**config.mk**
```make
export PLATFORM = sky130hd
export DESIGN_NAME = sad_block_engine_flat
export DESIGN_NICKNAME = d
export VERILOG_FILES = /design/src/rtl/sad_if.sv /design/src/rtl/sad_block_engine.sv /design/src/flat_wrapper.sv
export SDC_FILE = /design/constraint.sdc
export NUM_CORES = 1
export LEC_CHECK = 0
export ABC_AREA = 1
export CAP_MARGIN = 20
export CORE_AREA = 4 4 218 156
export DETAILED_ROUTE_END_ITERATION = 12
export DIE_AREA = 0 0 222 160
export GPL_TIMING_DRIVEN = 0
export SYNTH_ARGS = -nofsm -noshare
export SYNTH_HDL_FRONTEND = slang
export SYNTH_SLANG_ARGS = --single-unit
```
**constraint.sdc**
```tcl
create_clock -name clk -period 7.4 [get_ports clk]
set_input_delay 0.74 -clock clk [delete_from_list [all_inputs] [get_ports clk]]
set_output_delay 0.74 -clock clk [all_outputs]
set_load 0.05 [all_outputs]
```
**src/rtl/sad_if.sv**
```systemverilog
// sad_if: handshake and memory bus of sad_block_engine
// Parameters mirror the engine: DATA_W sample width, ADDR_W address width, ACC_W result width, RUN_W run-index width.
// slave modport is the engine side; master modport is the controller/memory side.
interface sad_if #(
  parameter int DATA_W = 32,
  parameter int ADDR_W = 9,
  parameter int ACC_W = 36,
  parameter int RUN_W = 8
) ();
  logic start;
  logic min_clr;
  logic [DATA_W-1:0] a_data;
  logic [DATA_W-1:0] b_data;
  logic [ADDR_W-1:0] ab_addr;
  logic rd_en;
  logic busy;
  logic done;
  logic [ACC_W-1:0] sad;
  logic sat;
  logic [ACC_W-1:0] min_sad;
  logic [RUN_W-1:0] min_idx;
  modport slave (
    input start, min_clr, a_data, b_data,
    output ab_addr, rd_en, busy, done, sad, sat, min_sad, min_idx
  );
  modport master (
    output start, min_clr, a_data, b_data,
    input ab_addr, rd_en, busy, done, sad, sat, min_sad, min_idx
  );
endinterface

```
**src/rtl/sad_block_engine.sv**
```systemverilog
// sad_block_engine: self-sequencing sum-of-absolute-differences engine with minimum tracking
// Optional macro SAD_SAT_EN: accumulator clamps to all-ones and sat reports it; undefined wraps modulo 2^ACC_W and sat is 0.
// Ports: clk rising-edge clock; rst_n asynchronous active-low reset;
//   bus (sad_if.slave): start, min_clr, a_data, b_data in; ab_addr, rd_en, busy, done, sad, sat, min_sad, min_idx out.
module sad_block_engine #(
  parameter int DATA_W = 32,
  parameter int LEN = 8,
  parameter int ADDR_W = 9,
  parameter int ACC_W = 36,
  parameter int SIGNED = 1,
  parameter int RUN_W = 8
) (
  input logic clk,
  input logic rst_n,
  sad_if.slave bus
);
  localparam logic [1:0] IDLE = 2'd0, RUN = 2'd1, DRAIN = 2'd2, DONE = 2'd3;
  logic [1:0] state;
  logic [ADDR_W-1:0] addr;
  logic rd, vld;
  logic [ACC_W-1:0] acc, acc_nxt, sad_q, min_q;
  logic [RUN_W-1:0] run_cnt, idx_q;
  logic [DATA_W:0] a_x, b_x, dif, mag;
  // one extra bit holds any difference of two DATA_W samples, so |a-b| never overflows
  assign a_x = SIGNED != 0 ? {bus.a_data[DATA_W-1], bus.a_data} : {1'b0, bus.a_data};
  assign b_x = SIGNED != 0 ? {bus.b_data[DATA_W-1], bus.b_data} : {1'b0, bus.b_data};
  assign dif = a_x - b_x;
  assign mag = dif[DATA_W] ? -dif : dif;
`ifdef SAD_SAT_EN
  logic c, sat_f, sat_q;
  logic [ACC_W-1:0] raw;
  assign {c, raw} = {1'b0, acc} + {1'b0, ACC_W'(mag)};
  assign acc_nxt = c ? '1 : raw;
  always_ff @(posedge clk or negedge rst_n)
    if (!rst_n) begin
      sat_f <= 1'b0;
      sat_q <= 1'b0;
    end else begin
      if (state == IDLE && bus.start) sat_f <= 1'b0;
      else if (vld) sat_f <= sat_f | c;
      if (state == DRAIN) sat_q <= sat_f | c;
    end
  assign bus.sat = sat_q;
`else
  assign acc_nxt = acc + ACC_W'(mag);
  assign bus.sat = 1'b0;
`endif
  always_ff @(posedge clk or negedge rst_n)
    if (!rst_n) begin
      state <= IDLE;
      addr <= '0;
      rd <= 1'b0;
      vld <= 1'b0;
      acc <= '0;
      sad_q <= '0;
      min_q <= '1;
      idx_q <= '0;
      run_cnt <= '0;
    end else begin
      // data for the address issued last cycle arrives now
      vld <= rd;
      if (vld) acc <= acc_nxt;
      case (state)
        IDLE: if (bus.start) begin
          state <= RUN;
          addr <= '0;
          rd <= 1'b1;
          acc <= '0;
        end
        RUN: if (addr == ADDR_W'(LEN - 1)) begin
          state <= DRAIN;
          rd <= 1'b0;
        end else addr <= addr + 1'b1;
        DRAIN: begin
          state <= DONE;
          sad_q <= acc_nxt;
        end
        default: begin
          state <= IDLE;
          run_cnt <= run_cnt + 1'b1;
          if (sad_q < min_q) begin
            min_q <= sad_q;
            idx_q <= run_cnt;
          end
        end
      endcase
      // a clear on the same edge as a DONE update takes priority
      if (bus.min_clr) begin
        min_q <= '1;
        idx_q <= '0;
      end
    end
  assign bus.ab_addr = addr;
  assign bus.rd_en = rd;
  assign bus.busy = state != IDLE;
  assign bus.done = state == DONE;
  assign bus.sad = sad_q;
  assign bus.min_sad = min_q;
  assign bus.min_idx = idx_q;
endmodule
```
**src/flat_wrapper.sv**
```systemverilog
// flat-port wrapper written by rule: the top's interface ports become plain ports
module sad_block_engine_flat 
#(
  parameter int DATA_W = 32,
  parameter int LEN = 8,
  parameter int ADDR_W = 9,
  parameter int ACC_W = 36,
  parameter int SIGNED = 1,
  parameter int RUN_W = 8
)
  (clk, rst_n, bus_start, bus_min_clr, bus_a_data, bus_b_data, bus_ab_addr, bus_rd_en, bus_busy, bus_done, bus_sad, bus_sat, bus_min_sad, bus_min_idx);
  sad_if #(.DATA_W(DATA_W), .ADDR_W(ADDR_W), .ACC_W(ACC_W), .RUN_W(RUN_W)) bus_i ();
  input logic clk;
  input logic rst_n;
  input wire logic [$bits(bus_i.start)-1:0] bus_start;
  input wire logic [$bits(bus_i.min_clr)-1:0] bus_min_clr;
  input wire logic [$bits(bus_i.a_data)-1:0] bus_a_data;
  input wire logic [$bits(bus_i.b_data)-1:0] bus_b_data;
  output wire logic [$bits(bus_i.ab_addr)-1:0] bus_ab_addr;
  output wire logic [$bits(bus_i.rd_en)-1:0] bus_rd_en;
  output wire logic [$bits(bus_i.busy)-1:0] bus_busy;
  output wire logic [$bits(bus_i.done)-1:0] bus_done;
  output wire logic [$bits(bus_i.sad)-1:0] bus_sad;
  output wire logic [$bits(bus_i.sat)-1:0] bus_sat;
  output wire logic [$bits(bus_i.min_sad)-1:0] bus_min_sad;
  output wire logic [$bits(bus_i.min_idx)-1:0] bus_min_idx;
  assign bus_i.start = bus_start;
  assign bus_i.min_clr = bus_min_clr;
  assign bus_i.a_data = bus_a_data;
  assign bus_i.b_data = bus_b_data;
  assign bus_ab_addr = bus_i.ab_addr;
  assign bus_rd_en = bus_i.rd_en;
  assign bus_busy = bus_i.busy;
  assign bus_done = bus_i.done;
  assign bus_sad = bus_i.sad;
  assign bus_sat = bus_i.sat;
  assign bus_min_sad = bus_i.min_sad;
  assign bus_min_idx = bus_i.min_idx;
  sad_block_engine #(.DATA_W(DATA_W), .LEN(LEN), .ADDR_W(ADDR_W), .ACC_W(ACC_W), .SIGNED(SIGNED), .RUN_W(RUN_W)) u_core (.clk(clk), .rst_n(rst_n), .bus(bus_i));
endmodule
```
# After elaboration in Yosys (flattened, before gate mapping)
# Cells that the tools add are included.
dict set report word_totals {
  ff_bits 137
  inputBits 68
  output_inout_bits 93
  elab_cells 51
}
dict set report classes {
  addsub 5
  magnitude_cmp 1
  n_eq_ne 8
  muxes 19
  n_reduce_logical 9
}
# cell count
set op_table {}
lappend op_table {{36-bit 2-to-1 mux} 6}
lappend op_table {{36-bit by 33-bit adder with 36-bit output} 1}
lappend op_table {{36-bit < comparator} 1}
lappend op_table {{33-bit 2-to-1 mux} 1}
lappend op_table {{33-bit negation} 1}
lappend op_table {{32-bit by 32-bit subtractor with 33-bit output} 1}
lappend op_table {{8-bit 2-to-1 mux} 3}
lappend op_table {{9-bit 2-to-1 mux} 2}
lappend op_table {{9-bit one-hot mux with 2 select lines} 1}
lappend op_table {{9-bit by 1-bit adder with 9-bit output, second input constant} 1}
lappend op_table {{9-bit by 3-bit equality test with 1-bit output, second input constant} 1}
lappend op_table {{8-bit by 1-bit adder with 8-bit output, second input constant} 1}
lappend op_table {{2-bit one-hot mux with 3 select lines} 1}
lappend op_table {{3-bit AND reduction} 2}
lappend op_table {{2-bit nonzero test} 3}
lappend op_table {{2-bit equality test, second input constant} 2}
lappend op_table {{2-bit 2-to-1 mux} 2}
lappend op_table {{2-bit by 1-bit inequality test with 1-bit output, second input constant} 2}
lappend op_table {{2-bit inequality test, second input constant} 2}
lappend op_table {{2-bit AND reduction} 2}
lappend op_table {{3-bit OR reduction} 1}
lappend op_table {{2-bit by 1-bit equality test with 1-bit output, second input constant} 1}
lappend op_table {{2-bit logical NOT} 1}
lappend op_table {{1-bit 2-to-1 mux} 2}
lappend op_table {{1-bit one-hot mux with 2 select lines} 1}

# Longest topological paths before layout
dict set report logic_depth {
  depth_word 7
  depth_mapped 36
  ltp_nobuf 36
}

# Least setup slack after synthesis
# Ideal clock, no wire load.
dict set report synth_timing {
  path_type {input to register}
  startpoint {in bus_a_data[0]}
  endpoint {reg u_core.acc[22]}
  setup_time_ns 0.120
  arrival_ns 4.303
  required_time_ns 7.280
  path_slack_ns 2.977
  cell_stages 32
  cell_sequence {inv_1 > ha_1 > fa_1 > inv_1 > nand2_1 > nand2_1 > nand3_1 > nand2_1 > nand2_1 > nand2_1 > nand2_1 > nand2_1 > nand2_1 > nand3_1 > nand2_1 > nand2_4 > buf_4 > nand2_1 > xnor2_1 > inv_1 > ha_1 > a21oi_1 > nor2_1 > nor2_1 > a21boi_0 > o21ai_0 > nand3_1 > nand3b_1 > nand2_1 > nand2_1 > o211ai_1 > inv_1}
}
dict set report synth_between {
  elab_chain_len 7
}
# item line
set synth_rtl {}
lappend synth_rtl {{start: declaration} flat_wrapper.sv:17} ;# input wire logic [$bits(bus_i.a_data)-1:0] bus_a_data;
lappend synth_rtl {{32-bit by 32-bit subtractor with 33-bit output (*)} sad_block_engine.sv:27} ;# assign dif = a_x - b_x;
lappend synth_rtl {{33-bit negation} sad_block_engine.sv:28} ;# assign mag = dif[DATA_W] ? -dif : dif;
lappend synth_rtl {{33-bit 2-to-1 mux (*)} sad_block_engine.sv:28}
lappend synth_rtl {{36-bit by 33-bit adder with 36-bit output (*)} sad_block_engine.sv:45} ;# assign acc_nxt = acc + ACC_W'(mag);
lappend synth_rtl {{36-bit 2-to-1 mux (*)} sad_block_engine.sv:62} ;# if (vld) acc <= acc_nxt;
lappend synth_rtl {{36-bit 2-to-1 mux} sad_block_engine.sv:64} ;# IDLE: if (bus.start) begin
lappend synth_rtl {{36-bit 2-to-1 mux (*)} sad_block_engine.sv:63} ;# case (state)
lappend synth_rtl {{end signal: assignment} sad_block_engine.sv:62}
lappend synth_rtl {{end: declaration} sad_block_engine.sv:21} ;# logic [ACC_W-1:0] acc, acc_nxt, sad_q, min_q;
# Every way passes the cells marked *; elsewhere a longest branch is shown, timed or not.
# A chain may end at the register's enable or synchronous reset.

# Worst setup path in the final report
dict set report layout_timing {
  startpoint {in bus_a_data[0]}
  endpoint {reg u_core.acc[32]}
}
# Same word-level chain as after synthesis.

==> metrics.cfg <==
[status]
outcome=finished clean

[clock_network]
postCtsSetupBuffers=0
cts_max_level=4
postCtsHoldBufs=0
cts_buffers=17
clkSlewWorstSetupHoldPaths_ns=0.06
clock_sinks=137
cts_tree=done
clock_insertion_delay_worst_skew_ns=0.43
clockRootBuffer=clkbuf_16
cts_buffer_depth=2
cts_resized=0

[finish]
finish.utilization=0.481
multi_input_area_mm2=0.00770
layout.cells.non_filler=2590
fin_nets=2328
syn_to_final_growth_pct=22.0
fillCellCount=3310
drive_above_1_share=0.0661
diodes=0
final-seq-area_mm2=0.00347

[logic_synthesis]
synthCells=1972
ys_ff_latch=137
ys_warn_count=0
synthFlopType=dfrtp_1
yosysTopAreaCell=dfrtp_1
ys_types=48
yosys.area.top_type_share=0.201
synth_edf_count=0
syn-num-nets=2150
ys_top_cells_by_area=dfrtp_1 20%, nand2_1 19%, ha_1 11%
seq_area_frac_synth=0.276
async_flop_share=1.00
synth_area_mm2=0.0126
postSynthAreaPerCell_um2=6.39

[grt]
antenna_found_initial=0
grt_max_degree=96
gr-usage-all-layers=0.227
grt_first_pass_wirelength_um=65100
grt_overflow=0
grt_pass1_vias=11900

[sta]
min_period_ns=6.09
worst-slew-pin-transition_ns=0.964
final.setup.tns_ns=0
hold_viol=0
setup_violations=0
slew_headroom=0.351
rsz0062_at_grt=no
timing.fmax_mhz=164
finalCritPeriodShare=0.823
hold-worst-slack_ns=0.231
slew_violations=0
finClkSkew_ns=0.0109

[setup_path]
cpMaxStageDelayCell=o21ai_0
start_kind=input port
cp_data_required_time_ns=7.73
criticalPathCategory=input port to flip-flop
crit_top_cell=nand2_1
arrival_ns=6.41
cpPeakStageDelay_ns=0.76
critPathMaxFanout=10
endpoint_kind=flip-flop

[min_path]
min_path_type=input port to async pin

[job]
cap_violations=0

[detailed_routing]
drt_wl_total_um=41200
viasPerCell=5.06
drc=0
firstDrtPassIters=5
wl_per_cell_um=15.9
first_iter_violations=1125
num_vias=13100
ant_nets=0

[place]
gp_congestion=0.980
place_inst=2558
port_buffers=158
hpwl_um=34200

[floorplanning]
initial_utilization=0.395
ios=161
die_w_um=222
rows=55
die_y_um=160
fp.coreArea_mm2=0.0319
dieArea_mm2=0.0355

[pwr]
ir_drop_uv=258
finalPower_mw=7.42
p_per_area_mw_per_mm2=483
leakage_nw=8.13

## registers in the layout, summed over array words and instances (netlist names)
| signal | count |
|---|---|
| u_core.acc | 36 |
| u_core.bus.ab_addr | 9 |
| u_core.bus.min_idx | 8 |
| u_core.bus.min_sad | 36 |
| u_core.bus.rd_en | 1 |
| u_core.bus.sad | 36 |
| u_core.run_cnt | 8 |
| u_core.state | 2 |
| u_core.vld | 1 |
## final timing paths
check                                                    from                            endpoint  slack, ns  depth (start not counted)
min reg2reg                      u_core.bus.rd_en$_DFFE_PN0P_                u_core.vld$_DFF_PN0_       0.40                          0
max reg2reg                u_core.bus.min_sad[35]$_DFFE_PN1P_  u_core.bus.min_sad[34]$_DFFE_PN1P_       4.14                         13
min in group clk                 u_core.bus.rd_en$_DFFE_PN0P_                u_core.vld$_DFF_PN0_       0.40                          0
max                                             bus_a_data[0]            u_core.acc[32]$_DFF_PN0_       1.31                         34
min                                                     rst_n   u_core.bus.min_idx[6]$_DFFE_PN0P_       0.23                          1
max in group asynchronous                               rst_n  u_core.bus.min_sad[23]$_DFFE_PN1P_       6.32                          2
## worst max-delay path, delay by kind of cell
kind / cells / cell delay, ns
simple gates: 23 / 2.55
compound gates: 3 / 1.24
fa+ha+maj: 3 / 1.00
buf+inv: 5 / 0.88
## cell type report
type	instances	share of cell area
Multi-Input combinational cell	1461	0.501
Buffer	38	0.0108
Clock buffer	21	0.0293
Tap cell	427	0.0348
Sequential cell	137	0.226
Clock inverter	11	0.0112
Inverter	336	0.0821
Timing Repair Buffer	159	0.105
## report_power, final
group / total (mW) / internal [mW] / switching [mW] / leakage, nW
Clock: 0.919 / 0.573 / 0.346 / 0.289
Sequential: 1.54 / 1.20 / 0.337 / 1.63
Combinational: 4.96 / 1.62 / 3.34 / 6.22
## placed cells by master (no fill, tap or decap), drive strengths merged, types with 7 or more instances in the layout
master         count
o21ai             85
a21o               7
a31oi              8
inv              335
dfrtp            101
dfstp             36
or2               31
nand3b             9
ha               108
nor4               7
nor2             177
nand3            139
clkbuf            50
xnor2             12
nor3              16
nand4             28
nand2            651
clkdlybuf4s50    157
a21oi             86
buf               11
o211ai            26
xor2              40
## cells by family after synthesis
family                   count (synthesis)  share of synthesized area
XOR/XNOR                                52                     0.0361
AND/OR/NAND/NOR                       1062                      0.357
flip-flops                             137                      0.276
AO/OA/AOI/OAI                          236                      0.108
buffers and inverters                  374                      0.113
other                                    1                   0.000298
adder cells (fa/ha/maj)                110                      0.110
## per-layer routing
metal / global-route usage / share of wire / up-vias
met5: 0 / 0 / -
met2: 0.318 / 0.39 / 309
li1: - / - / 6599
met1: 0.368 / 0.53 / 6173
met4: 0.0287 / 0.0043 / 0
met3: 0.0410 / 0.068 / 15
## through the flow
stage	worst slack, ns	area (µm²)
2_1_floorplan	2.98	12600
3_3_place_gp	-0.180	14700
3_5_place_dp	1.10	14700
4_1_cts	1.52	15400
5_1_grt	1.05	15400
6_report	1.31	15400
## cell usage after synthesis (4+ instances only)
cell / count
nand2_1: 637
inv_1: 330
nor2_1: 167
nand3_1: 135
ha_1: 108
dfrtp_1: 101
a21oi_1: 86
o21ai_0: 82
xor2_1: 40
dfstp_2: 36
or2_2: 31
clkbuf_1: 29
nand4_1: 28
o211ai_1: 26
nor3_1: 15
nand2_2: 12
xnor2_1: 12
nand3b_1: 9
a31oi_1: 8
nor2_2: 8
a21o_1: 7
nor4_1: 7
a21boi_0: 6
o21a_1: 6
inv_2: 5
buf_2: 4
nand3_2: 4
o21bai_1: 4
(Power assumes the default switching activity.)
